==> src/rtl/spi_arb_pkg.sv <==
// spi_arb_pkg: shared definitions for the two-requester APB arbiter in front of
// the SPI flash/CSR bridge: FSM state encoding, requester count and default
// parameter values.
package spi_arb_pkg;

    localparam int unsigned NUM_REQ     = 2;
    localparam int unsigned DEF_ADDR_W  = 32;
    localparam int unsigned DEF_DATA_W  = 32;
    localparam int unsigned DEF_TIMEOUT = 1023;

    typedef enum logic [1:0] {
        IDLE   = 2'd0,
        SETUP  = 2'd1,
        ACCESS = 2'd2,
        DRAIN  = 2'd3
    } arb_state_e;

endpackage

==> src/rtl/spi_arb_rr.sv <==
// spi_arb_rr: 2-way round-robin pick.
//   req[1:0]   : request vector (bit N = requester N)
//   last_grant : requester served most recently
//   grant      : requester to serve (meaningful when valid=1)
//   valid      : at least one request present
module spi_arb_rr
    import spi_arb_pkg::*;
(
    input  logic [NUM_REQ-1:0] req,
    input  logic               last_grant,
    output logic               grant,
    output logic               valid
);

    // On a tie the requester that was not served last wins.
    always_comb begin
        valid = |req;
        grant = 1'b0;
        if (&req) begin
            grant = ~last_grant;
        end else begin
            grant = req[1];
        end
    end

endmodule

==> src/rtl/spi_apb_arbiter.sv <==
// spi_apb_arbiter: arbitrates two APB requesters onto one APB completer port
// (the shared SPI flash/CSR bridge). Round-robin on ties, payload forwarded
// live from the granted requester, response returned combinationally in the
// completing ACCESS cycle.
//
// Ports
//   clk, resetn                 : clock, asynchronous active-low reset
//   mN_psel/penable/pwrite/...  : requester N APB request (N = 0,1)
//   mN_pready/prdata/pslverr    : requester N response (0 when not granted)
//   s_*                         : APB toward the bridge
//   grant_id                    : currently or last granted requester
//
// Optional feature: define SPI_ARB_TIMEOUT_EN to abort an ACCESS phase after
// TIMEOUT cycles with an error to the requester; the bridge transfer is then
// drained in the DRAIN state before any new grant.
module spi_apb_arbiter
    import spi_arb_pkg::*;
#(
    parameter int unsigned ADDR_W  = DEF_ADDR_W,
    parameter int unsigned DATA_W  = DEF_DATA_W,
    parameter int unsigned TIMEOUT = DEF_TIMEOUT
) (
    input  logic                  clk,
    input  logic                  resetn,

    input  logic                  m0_psel,
    input  logic                  m0_penable,
    input  logic                  m0_pwrite,
    input  logic [ADDR_W-1:0]     m0_paddr,
    input  logic [DATA_W-1:0]     m0_pwdata,
    input  logic [DATA_W/8-1:0]   m0_pstrb,
    input  logic [2:0]            m0_pprot,
    output logic                  m0_pready,
    output logic [DATA_W-1:0]     m0_prdata,
    output logic                  m0_pslverr,

    input  logic                  m1_psel,
    input  logic                  m1_penable,
    input  logic                  m1_pwrite,
    input  logic [ADDR_W-1:0]     m1_paddr,
    input  logic [DATA_W-1:0]     m1_pwdata,
    input  logic [DATA_W/8-1:0]   m1_pstrb,
    input  logic [2:0]            m1_pprot,
    output logic                  m1_pready,
    output logic [DATA_W-1:0]     m1_prdata,
    output logic                  m1_pslverr,

    output logic                  s_psel,
    output logic                  s_penable,
    output logic                  s_pwrite,
    output logic [ADDR_W-1:0]     s_paddr,
    output logic [DATA_W-1:0]     s_pwdata,
    output logic [DATA_W/8-1:0]   s_pstrb,
    output logic [2:0]            s_pprot,
    input  logic                  s_pready,
    input  logic [DATA_W-1:0]     s_prdata,
    input  logic                  s_pslverr,

    output logic                  grant_id
);

    localparam int unsigned STRB_W = DATA_W / 8;

    arb_state_e state_q, state_d;
    logic       grant_q, grant_d;
    logic       last_q, last_d;
    logic       s_psel_q, s_psel_d;
    logic       s_penable_q, s_penable_d;

    logic       rr_grant;
    logic       rr_valid;
    logic       done_c;
    logic       timeout_c;
    logic       resp_valid_c;

    // Requester penable is implied by the arbiter's own phase tracking.
    logic       unused_c;
    assign unused_c = ^{m0_penable, m1_penable, 32'(TIMEOUT)};

    spi_arb_rr u_rr (
        .req        ({m1_psel, m0_psel}),
        .last_grant (last_q),
        .grant      (rr_grant),
        .valid      (rr_valid)
    );

    // Live payload of the granted requester.
    logic              live_write;
    logic [ADDR_W-1:0] live_addr;
    logic [DATA_W-1:0] live_wdata;
    logic [STRB_W-1:0] live_strb;
    logic [2:0]        live_prot;

    always_comb begin
        live_write = grant_q ? m1_pwrite : m0_pwrite;
        live_addr  = grant_q ? m1_paddr  : m0_paddr;
        live_wdata = grant_q ? m1_pwdata : m0_pwdata;
        live_strb  = grant_q ? m1_pstrb  : m0_pstrb;
        live_prot  = grant_q ? m1_pprot  : m0_pprot;
    end

    assign done_c = (state_q == ACCESS) && s_pready;

`ifdef SPI_ARB_TIMEOUT_EN
    localparam int unsigned CNT_W = (TIMEOUT > 1) ? $clog2(TIMEOUT) : 1;

    logic [CNT_W-1:0]  cnt_q, cnt_d;
    logic              drain_write_q;
    logic [ADDR_W-1:0] drain_addr_q;
    logic [DATA_W-1:0] drain_wdata_q;
    logic [STRB_W-1:0] drain_strb_q;
    logic [2:0]        drain_prot_q;

    // cnt_q holds the number of ACCESS cycles already elapsed.
    assign timeout_c = (state_q == ACCESS) && !s_pready
                       && (cnt_q == CNT_W'(TIMEOUT - 1));
    assign cnt_d     = (state_q == ACCESS) ? cnt_q + CNT_W'(1) : '0;

    // Payload frozen at timeout; the requester is released and may move on.
    always_ff @(posedge clk or negedge resetn) begin
        if (!resetn) begin
            cnt_q         <= '0;
            drain_write_q <= 1'b0;
            drain_addr_q  <= '0;
            drain_wdata_q <= '0;
            drain_strb_q  <= '0;
            drain_prot_q  <= '0;
        end else begin
            cnt_q <= cnt_d;
            if (timeout_c) begin
                drain_write_q <= live_write;
                drain_addr_q  <= live_addr;
                drain_wdata_q <= live_wdata;
                drain_strb_q  <= live_strb;
                drain_prot_q  <= live_prot;
            end
        end
    end
`else
    assign timeout_c = 1'b0;
`endif

    assign resp_valid_c = done_c || timeout_c;

    // Next-state logic.
    always_comb begin
        state_d     = state_q;
        grant_d     = grant_q;
        last_d      = last_q;
        s_psel_d    = 1'b0;
        s_penable_d = 1'b0;

        case (state_q)
            IDLE: begin
                if (rr_valid) begin
                    state_d = SETUP;
                    grant_d = rr_grant;
                end
            end
            SETUP: begin
                state_d = ACCESS;
            end
            ACCESS: begin
                if (done_c) begin
                    state_d = IDLE;
                    last_d  = grant_q;
                end else if (timeout_c) begin
                    state_d = DRAIN;
                    last_d  = grant_q;
                end
            end
            DRAIN: begin
                if (s_pready) begin
                    state_d = IDLE;
                end
            end
            default: begin
                state_d = IDLE;
            end
        endcase

        s_psel_d    = (state_d != IDLE);
        s_penable_d = (state_d == ACCESS) || (state_d == DRAIN);
    end

    // State and registered bus control.
    always_ff @(posedge clk or negedge resetn) begin
        if (!resetn) begin
            state_q     <= IDLE;
            grant_q     <= 1'b0;
            last_q      <= 1'b1;
            s_psel_q    <= 1'b0;
            s_penable_q <= 1'b0;
        end else begin
            state_q     <= state_d;
            grant_q     <= grant_d;
            last_q      <= last_d;
            s_psel_q    <= s_psel_d;
            s_penable_q <= s_penable_d;
        end
    end

    assign s_psel    = s_psel_q;
    assign s_penable = s_penable_q;
    assign grant_id  = grant_q;

    // Bridge payload: zero in IDLE, frozen copy in DRAIN, live otherwise.
    always_comb begin
        s_pwrite = 1'b0;
        s_paddr  = '0;
        s_pwdata = '0;
        s_pstrb  = '0;
        s_pprot  = '0;
        if (state_q != IDLE) begin
            s_pwrite = live_write;
            s_paddr  = live_addr;
            s_pwdata = live_wdata;
            s_pstrb  = live_strb;
            s_pprot  = live_prot;
        end
`ifdef SPI_ARB_TIMEOUT_EN
        if (state_q == DRAIN) begin
            s_pwrite = drain_write_q;
            s_paddr  = drain_addr_q;
            s_pwdata = drain_wdata_q;
            s_pstrb  = drain_strb_q;
            s_pprot  = drain_prot_q;
        end
`endif
    end

    // Responses go only to the granted requester, and only while it still
    // selects; a completion for a requester that let go is dropped.
    always_comb begin
        m0_pready  = 1'b0;
        m0_prdata  = '0;
        m0_pslverr = 1'b0;
        m1_pready  = 1'b0;
        m1_prdata  = '0;
        m1_pslverr = 1'b0;
        if (resp_valid_c && !grant_q && m0_psel) begin
            m0_pready  = 1'b1;
            m0_prdata  = timeout_c ? '0 : s_prdata;
            m0_pslverr = timeout_c ? 1'b1 : s_pslverr;
        end
        if (resp_valid_c && grant_q && m1_psel) begin
            m1_pready  = 1'b1;
            m1_prdata  = timeout_c ? '0 : s_prdata;
            m1_pslverr = timeout_c ? 1'b1 : s_pslverr;
        end
    end

endmodule

==> config.mk <==
export PLATFORM = sky130hd
export DESIGN_NAME = spi_apb_arbiter
export DESIGN_NICKNAME = d
export VERILOG_FILES = /design/src/rtl/spi_arb_pkg.sv /design/src/rtl/spi_arb_rr.sv /design/src/rtl/spi_apb_arbiter.sv
export SDC_FILE = /design/constraint.sdc
export NUM_CORES = 1
export LEC_CHECK = 0
export CAP_MARGIN = 5
export CORE_AREA = 2 2 127 129
export CTS_CLUSTER_SIZE = 8
export DETAILED_ROUTE_END_ITERATION = 12
export DIE_AREA = 0 0 129 131
export GPL_ROUTABILITY_DRIVEN = 0
export MAX_ROUTING_LAYER = met4
export PLACE_DENSITY = 0.52
export REMOVE_ABC_BUFFERS = 1
export SLEW_MARGIN = 30
export SYNTH_ARGS = -nofsm -noshare
export SYNTH_HDL_FRONTEND = slang
export SYNTH_SLANG_ARGS = --single-unit
==> constraint.sdc <==
create_clock -name clk -period 2.1 [get_ports clk]
set_input_delay 0.21 -clock clk [delete_from_list [all_inputs] [get_ports clk]]
set_output_delay 0.21 -clock clk [all_outputs]
set_load 0.01 [all_outputs]
## Word-level counts from Yosys, hierarchy flattened

Cells that the tools add are included.

- Reduce and logical (&&, ||, !) cells: 14
- Bitwise logic cells: 1
- Mux-type cells: 21
- Eq/ne operators: 5

Operators by type and width:

| operator | number |
|---|---|
| 32-bit 2-to-1 mux | 6 |
| 2-bit equality test, second input constant | 4 |
| 4-bit 2-to-1 mux | 2 |
| 2-bit case mux with 4 select lines | 1 |
| 1-bit 2-to-1 mux | 7 |
| 2-bit 2-to-1 mux | 3 |
| 3-bit 2-to-1 mux | 2 |
| 2-bit AND reduction | 3 |
| 1-bit logical AND | 5 |
| 2-bit nonzero test | 2 |
| 2-bit by 1-bit equality test with 1-bit output, second input constant | 1 |
| 2-bit zero test | 1 |
| 2-bit OR reduction | 1 |
| 1-bit zero test | 1 |
| 1-bit logical OR | 1 |
| 1-bit inverter | 1 |

- Bits in registers: 6
- Output and inout port bits: 143

## Longest topological paths before layout

Gate-level depths: netlist (run 1).

- Word-level depth: 6
- Gate-level depth with buffers: 5
- Depth with buffers taken out: 2

## Hierarchy

Synthesis (run 1) repeated with hierarchy kept, for this count alone.

- Cell total of the unflattened synthesis: 298
- Area, all modules: 2280.9 um^2

By module, submodules not included:

| module | area an instance (um^2) | cells an instance | times used | sequential area each (um^2) |
|---|---|---|---|---|
| spi_apb_arbiter | 2267.2 | 296 | 1 | 126.4 |
| spi_arb_rr | 13.8 | 2 | 1 | 0.0 |

## Worst setup path after synthesis (run 1)

OpenSTA, ideal clock, no wires.

- Path type: reg2out
- From: register grant_q (netlist: grant_id)
- To: output port m0_prdata[10]
- Data required time: 1890 ps
- Data arrival time: 1151 ps
- Cell stages (with the launch flop): 5
- Path slack: 739 ps
- Path buffers: 2
- Cells stage by stage: dfrtp_1 -> nand4bb_1 -> buf_4 -> buf_6 -> nor3_2

- Word-level cells in the longest chain between the ends: 4

Ends and longest elaborated chain:

| element | RTL line | source |
|---|---|---|
| start: declaration | spi_apb_arbiter.sv:65 | `logic grant_q, grant_d;` |
| start signal: assignment | spi_apb_arbiter.sv:196 | `grant_q <= grant_d;` |
| 1-bit zero test | spi_apb_arbiter.sv:241 | `if (resp_valid_c && !grant_q && m0_psel) begin` |
| 1-bit logical AND (2 in a row) | spi_apb_arbiter.sv:241 |  |
| 32-bit 2-to-1 mux | spi_apb_arbiter.sv:241 |  |
| end: declaration | spi_apb_arbiter.sv:34 | `output logic [DATA_W-1:0] m0_prdata,` |

Every way passes these cells.

## Final worst setup path (run 1)

- From: register grant_q (netlist: grant_id)
- To: output port s_paddr[5]

- Word-level cells in the longest chain between the ends: 2

Ends and longest elaborated chain:

| element | RTL line | source |
|---|---|---|
| 32-bit 2-to-1 mux | spi_apb_arbiter.sv:96 | `live_addr = grant_q ? m1_paddr : m0_paddr;` |
| 32-bit 2-to-1 mux | spi_apb_arbiter.sv:214 | `if (state_q != IDLE) begin` |
| end: declaration | spi_apb_arbiter.sv:51 | `output logic [ADDR_W-1:0] s_paddr,` |

Every way passes these cells.

==> results.json, run 1 <==
{
  "gr-total-overflow": 0,
  "power_density_nw_per_um2": 844,
  "clock_path_buffers": 2,
  "ys_ff_latch": 5,
  "grt_pass1_vias": 3114,
  "route.detailed.drc": 0,
  "finalPower_uw": 4960,
  "cts_buffers": 3,
  "seq_area_frac_synth": 0.0552,
  "intPower_uw": 2770,
  "worst_setup_path_start_kind": "flop",
  "p_clk_frac": 0.063,
  "drv_slew": 0,
  "fin_crit_sh": 0.971,
  "rows": 46,
  "syn_to_final_growth_pct": 157,
  "cp-end-kind": "output port",
  "die-area_um2": 16900,
  "netlist_top_cells_area": "mux2i_1 32%, nor3_2 25%, nor2_1 12%",
  "synth_edf_count": 0,
  "die_h_um": 131,
  "dr_wl_met3_um": 1060,
  "ys_types": 26,
  "required_ps": 1890,
  "whs_ps": 206,
  "syn_inst": 297,
  "postLayoutCellArea_um2": 5880,
  "synth.top_cell.area_share": 0.319,
  "yosys.cell_count.top_type": "nor2_1",
  "clock-sinks": 5,
  "cts_root_buf": "clkbuf_16",
  "critPathKind": "flop to output port",
  "netlist_area_um2": 2290,
  "setup_viol": 0,
  "path_delay_family": "buffers and inverters",
  "seq_area_um2": 130,
  "grt_max_degree": 42,
  "yosys-top-cells-count": "75 x nor2_1, 73 x mux2i_1, 57 x nor3_2",
  "antennaDiodeCount": 0,
  "rsz0062_at_grt": "false",
  "r2r_setup_slack_ps": 770,
  "wl_um": 12300,
  "routed_via_density": 3.88,
  "drtPass1Iterations": 2,
  "crit_chain": "bufbuf_16, mux2i_1, nor2_1, clkdlybuf4s50_1",
  "ys.flop_type": "dfrtp_1",
  "combPwrFrac": 0.890,
  "grt_antenna_before_repair": 0,
  "netSwitchingFraction": 0.441,
  "path_clk_slew_ps": 30,
  "slew_headroom": 0.831,
  "dp_hpwl_um": 10600,
  "min_path_type": "primary input to asynchronous set/reset pin",
  "p_switching_uw": 2190,
  "async_flop_share": 1.00,
  "place_area_um2": 5720,
  "drt_iter0_markers": 54,
  "track_usage": 0.132,
  "p_leak_uw": 0.00331,
  "top_layer": "met4",
  "htreeDepth": 1,
  "setup_tns_ps": 0,
  "ioPinCount": 327,
  "die_x_um": 129,
  "drv_cap": 0,
  "pre_cts_ws_ps": -35.5,
  "critPathMaxFanout": 13,
  "route.met2.wl_um": 6420,
  "worst_pin_slew_ps": 246,
  "yosys.area.top_type": "mux2i_1",
  "critical_path_buf_inv_count": 2,
  "vias": 3230,
  "fp.coreArea_um2": 15600,
  "ant_nets": 0,
  "final_hold_viol_count": 0,
  "seqPwrFrac": 0.047,
  "cts_tree": "yes",
  "drive_above_1_share": 0.140,
  "cpPeakStageDelay_ps": 570,
  "ys_warn_count": 0,
  "cts-hold-fix-buffers": 0,
  "finalCriticalPeriod_ps": 2040,
  "layout_setup_ws_ps": 59.9,
  "fin_nets": 801,
  "grt_pass1_wl_um": 17000,
  "start_util": 0.147,
  "wl_per_cell_um": 14.8,
  "fill_cells": 1667,
  "syn_area_per_cell_um2": 7.71,
  "ir_drop_mv": 0.401,
  "skew_ps": 1.43,
  "insertion_delay_ps": 230,
  "status": "completed",
  "arrival_ps": 1830,
  "multi_input_comb_area_um2": 1740,
  "port_buffers": 324,
  "slowest_stage": "clkdlybuf4s50_1",
  "clock.fmax_mhz": 490,
  "drt-met1-wl_um": 4810
}
==> power groups by stage <==
| stage | sequential (uW) | clock (uW) | combinational (uW) |
|---|---|---|---|
| floorplan | 450 | 0 | 1750 |
| finish | 231 | 314 | 4410 |
| global placement | 224 | 0 | 4560 |
| detailed placement | 225 | 0 | 4590 |
| global route | 244 | 326 | 4740 |
| CTS | 234 | 318 | 4570 |
==> flip-flops by register name, indices dropped and copies added, names as in the netlist <==
signal and cells:
state_q 2, grant_id 1, last_q 1, s_psel 1
==> per-layer routing <==
metal / GRT usage / up-vias
met5: - / -
met4: 0.0192 / 0
met3: 0.0224 / 5
met2: 0.242 / 193
met1: 0.154 / 1411
li1: - / 1621
==> layout by cell type (no fill, tap or decap), types with 3 or more instances in the layout <==
cell             count
dlygate4sd2_1       72
nor3_1               9
buf_4               11
clkdlybuf4s50_1    212
buf_12               7
inv_1               35
dfrtp_1              3
clkbuf_16            3
nor2_1              75
dlymetal6s2s_1      40
nor3_2              57
mux2i_1             73
==> repair_timing <==
| item | 4_1_cts | 5_1_grt |
|---|---|---|
| buffers inserted | 3 | 1 |
| resized for setup | 72 | 41 |
| endpoints found under the hold margin | 0 | 0 |
| cloned | 1 | 0 |
| setup endpoints to repair | 94 | 57 |
| pin swaps | 0 | 1 |
==> cells by family (layout without fill, tap and decap cells) <==
kind of cell	after synthesis	count (layout)	share of synthesized area
compound gates	4	4	0.0126
mux	73	73	0.319
flops	5	5	0.0552
simple gates	149	149	0.424
buf+inv	66	385	0.190
==> layout make-up <==
cell class | count | area share
Clock buffer | 4 | 0.0134
Tap cell | 216 | 0.0460
Timing Repair Buffer | 344 | 0.599
Inverter | 37 | 0.0236
Multi-Input combinational cell | 226 | 0.296
Sequential cell | 5 | 0.0221
==> worst register-to-register path: cells and delay by family (launching register included) <==
| kind | cells | cell delay, ps |
|---|---|---|
| flops | 1 | 450 |
| simple gates | 1 | 220 |
| compound gates | 1 | 340 |
| buf+inv | 1 | 200 |
==> path summary, 6_finish.rpt <==
path,from,endpoint,cells past startpoint
worst max-delay path,grant_id,s_paddr[5],4
worst min-delay path,resetn,state_q[0],1
worst max register to register,state_q[1],grant_id,3
worst min register to register,last_q,last_q,2
max in group asynchronous,resetn,last_q,1
min in group clk,last_q,last_q,2
==> stage by stage <==
stage                util  cells
floorplan               -    268
global placement    0.367    823
detailed placement  0.367    823
CTS                 0.370    831
global route        0.377    832
finish              0.377    832
(Power assumes the default switching activity.)
==> run 2: changes to the inputs <==
--- a/config.mk
+++ b/config.mk
@@ -6,13 +6,14 @@
 export NUM_CORES = 1
 export LEC_CHECK = 0
 export CAP_MARGIN = 5
-export CORE_AREA = 2 2 127 129
+export CORE_AREA = 2 2 125 127
+export CTS_BUF_LIST = sky130_fd_sc_hd__clkbuf_4
 export CTS_CLUSTER_SIZE = 8
 export DETAILED_ROUTE_END_ITERATION = 12
-export DIE_AREA = 0 0 129 131
+export DIE_AREA = 0 0 127 129
 export GPL_ROUTABILITY_DRIVEN = 0
 export MAX_ROUTING_LAYER = met4
-export PLACE_DENSITY = 0.52
+export PLACE_DENSITY = 0.56
 export REMOVE_ABC_BUFFERS = 1
 export SLEW_MARGIN = 30
 export SYNTH_ARGS = -nofsm -noshare
==> constraint.sdc (replaced) <==
create_clock -name clk -period 1.85 [get_ports clk]
set_input_delay 0.185 -clock clk [delete_from_list [all_inputs] [get_ports clk]]
set_output_delay 0.185 -clock clk [all_outputs]
set_load 0.01 [all_outputs]
==> run 2 against run 1 <==
The flow now finishes with violations (setup timing); wire length rose by 7.0%; critical endpoint is now m1_prdata[15]; final cell count is 1.7% lower; combinational power grew 21%; hold slack got worse by 44 ps; final area decreased by 2.2%; clock power decreased by 58%; non-clock buffer count rose by 14; setup slack lost 62 ps; largest cell class unchanged; global-route usage rose by 1.3 points; clock skew is 5.8 ps higher; sequential power up 8%; register-to-register slack got worse by 280 ps.
==> results.json, run 2 (same netlist as run 1, synthesis figures left out) <==
{
  "required_ps": 1660,
  "drv_slew": 0,
  "postLayoutCoreUtil": 0.384,
  "crit_chain": "buf_12, nand4b_4, buf_12, buf_12, nor3_2, buf_2",
  "syn_to_final_growth_pct": 151,
  "critPathLaunch": "grant_id",
  "worst_setup_path_start_kind": "flop",
  "setup_viol": 1,
  "cts_tree": "yes",
  "critPathMaxFanout": 16,
  "crit_path_frequent_cell": "buf_12",
  "arrival_ps": 1670,
  "p_leak_uw": 0.00284,
  "grt_antenna_before_repair": 0,
  "drt-met1-wl_um": 5150,
  "slowest_stage": "dfrtp_4",
  "crit_end": "m1_prdata[15]",
  "setup_tns_ps": -1.82,
  "ant_nets": 0,
  "path_clk_slew_ps": 50,
  "cts-hold-fix-buffers": 0,
  "min_path_type": "primary input to asynchronous set/reset pin",
  "dr_wl_met3_um": 1170,
  "top_layer": "met4",
  "gr-total-overflow": 0,
  "slew_headroom": 0.783,
  "cts_buffers": 3,
  "path_delay_family": "buffers and inverters",
  "clock-sinks": 5,
  "clock_path_buffers": 2,
  "whs_ps": 162,
  "rsz0062_at_grt": "true",
  "seqPwrFrac": 0.043,
  "combPwrFrac": 0.933,
  "clock.fmax_mhz": 540,
  "p_clk_frac": 0.023,
  "grt_pass1_wl_um": 18400,
  "layout_setup_ws_ps": -1.82,
  "r2r_start": "state_q[1]",
  "final_cell_mix": "184 x clkdlybuf4s50_1, 75 x nor2_1, 61 x dlygate4sd2_1",
  "drt_iter0_markers": 36,
  "routed_via_density": 4.14,
  "route.detailed.drc": 0,
  "grt_max_degree": 47,
  "drtPass1Iterations": 4,
  "insertion_delay_ps": 250,
  "antennaDiodeCount": 0,
  "wl_per_cell_um": 16.1,
  "route.met2.wl_um": 6750,
  "intPower_uw": 3040,
  "track_usage": 0.145,
  "netSwitchingFraction": 0.468,
  "finalCriticalPeriod_ps": 1850,
  "htreeDepth": 1,
  "drv_cap": 0,
  "power_density_nw_per_um2": 995,
  "cpPeakStageDelay_ps": 450,
  "wl_um": 13200,
  "fin_crit_sh": 1.00,
  "reg2reg_to": "grant_id",
  "die-area_um2": 16400,
  "cts_root_buf": "clkbuf_4",
  "ioPinCount": 327,
  "violations": "setup timing",
  "start_util": 0.153,
  "final_hold_viol_count": 0,
  "top_register": "state_q",
  "cp-end-kind": "output port",
  "worst_pin_slew_ps": 326,
  "cp.depth": 6,
  "largest_reg_flops": 2,
  "layout.cells.most_common": "clkdlybuf4s50_1",
  "dp_hpwl_um": 10500,
  "grt_pass1_vias": 3377,
  "fin_nets": 815,
  "skew_ps": 7.25,
  "pre_cts_ws_ps": -212,
  "fp.coreArea_um2": 15000,
  "drive_above_1_share": 0.298,
  "status": "complete, but fails checks",
  "die_x_um": 127,
  "die_h_um": 129,
  "port_buffers": 324,
  "r2r_setup_slack_ps": 490,
  "rows": 45,
  "vias": 3389,
  "critPathKind": "flop to output port",
  "p_switching_uw": 2680,
  "ir_drop_mv": 0.387,
  "critical_path_buf_inv_count": 4,
  "r2r_cells": 3
}
[run 2: cell types whose count changed in the layout (fill, tap and decap cells not counted), sizes merged]
cell | before | now
clkdlybuf4s15 | 0 | 13
clkbuf | 4 | 19
dlymetal6s2s | 40 | 0
clkinv | 1 | 2
buf | 19 | 84
dlygate4sd2 | 72 | 61
bufbuf | 1 | 0
clkdlybuf4s50 | 212 | 184
[run 2: power groups by stage]
stage	clock network (uW)	registers (uW)	logic, uW
3_5_place_dp	0	232	5320
4_1_cts	137	254	5010
6_report	133	249	5340
2_1_floorplan	0	477	1880
5_1_grt	143	258	5720
3_3_place_gp	0	233	5290
[run 2: cell type report]
cell class,count,area [um^2]
Sequential cell,5,130
Clock inverter,1,5.00
Fill cell,1622,9230
Multi-Input combinational cell,226,1840
Inverter,37,139
Clock buffer,3,22.5
Timing Repair Buffer,358,3370
Tap cell,188,235
[run 2: stage by stage]
step | cells | area, um^2 | total power, uW
floorplan | 268 | 2000 | 2350
global placement | 802 | 5750 | 5520
detailed placement | 802 | 5750 | 5550
CTS | 813 | 5690 | 5400
global route | 818 | 5750 | 6120
finish | 818 | 5750 | 5720
[run 2: worst min path at each step]
stage	end	slack, ps	startpoint
after floorplan	grant_id	-110	resetn
after global placement	s_psel	430	resetn
after detailed placement	s_psel	430	resetn
after CTS	s_psel	160	resetn
after global routing	s_psel	180	resetn
final	s_psel	160	resetn
[run 2: repair_timing]
action	CTS	global route
gates cloned	3	3
endpoints found under the setup margin	140	86
buffers inserted	4	2
gates resized for setup	300	71
pin swaps	2	0
[run 2: worst register-to-register path: cells and delay by family, from the launching register on]
family,cells,cell delay [ps]
AOI/OAI and AO/OA,1,320
buffers and inverters,1,210
and+or+nand+nor,1,220
DFF,1,490
[run 2: layer usage]
layer	vias up	track usage
met5	-	-
met4	0	0.0181
met3	10	0.0287
met2	201	0.271
met1	1526	0.164
li1	1652	-
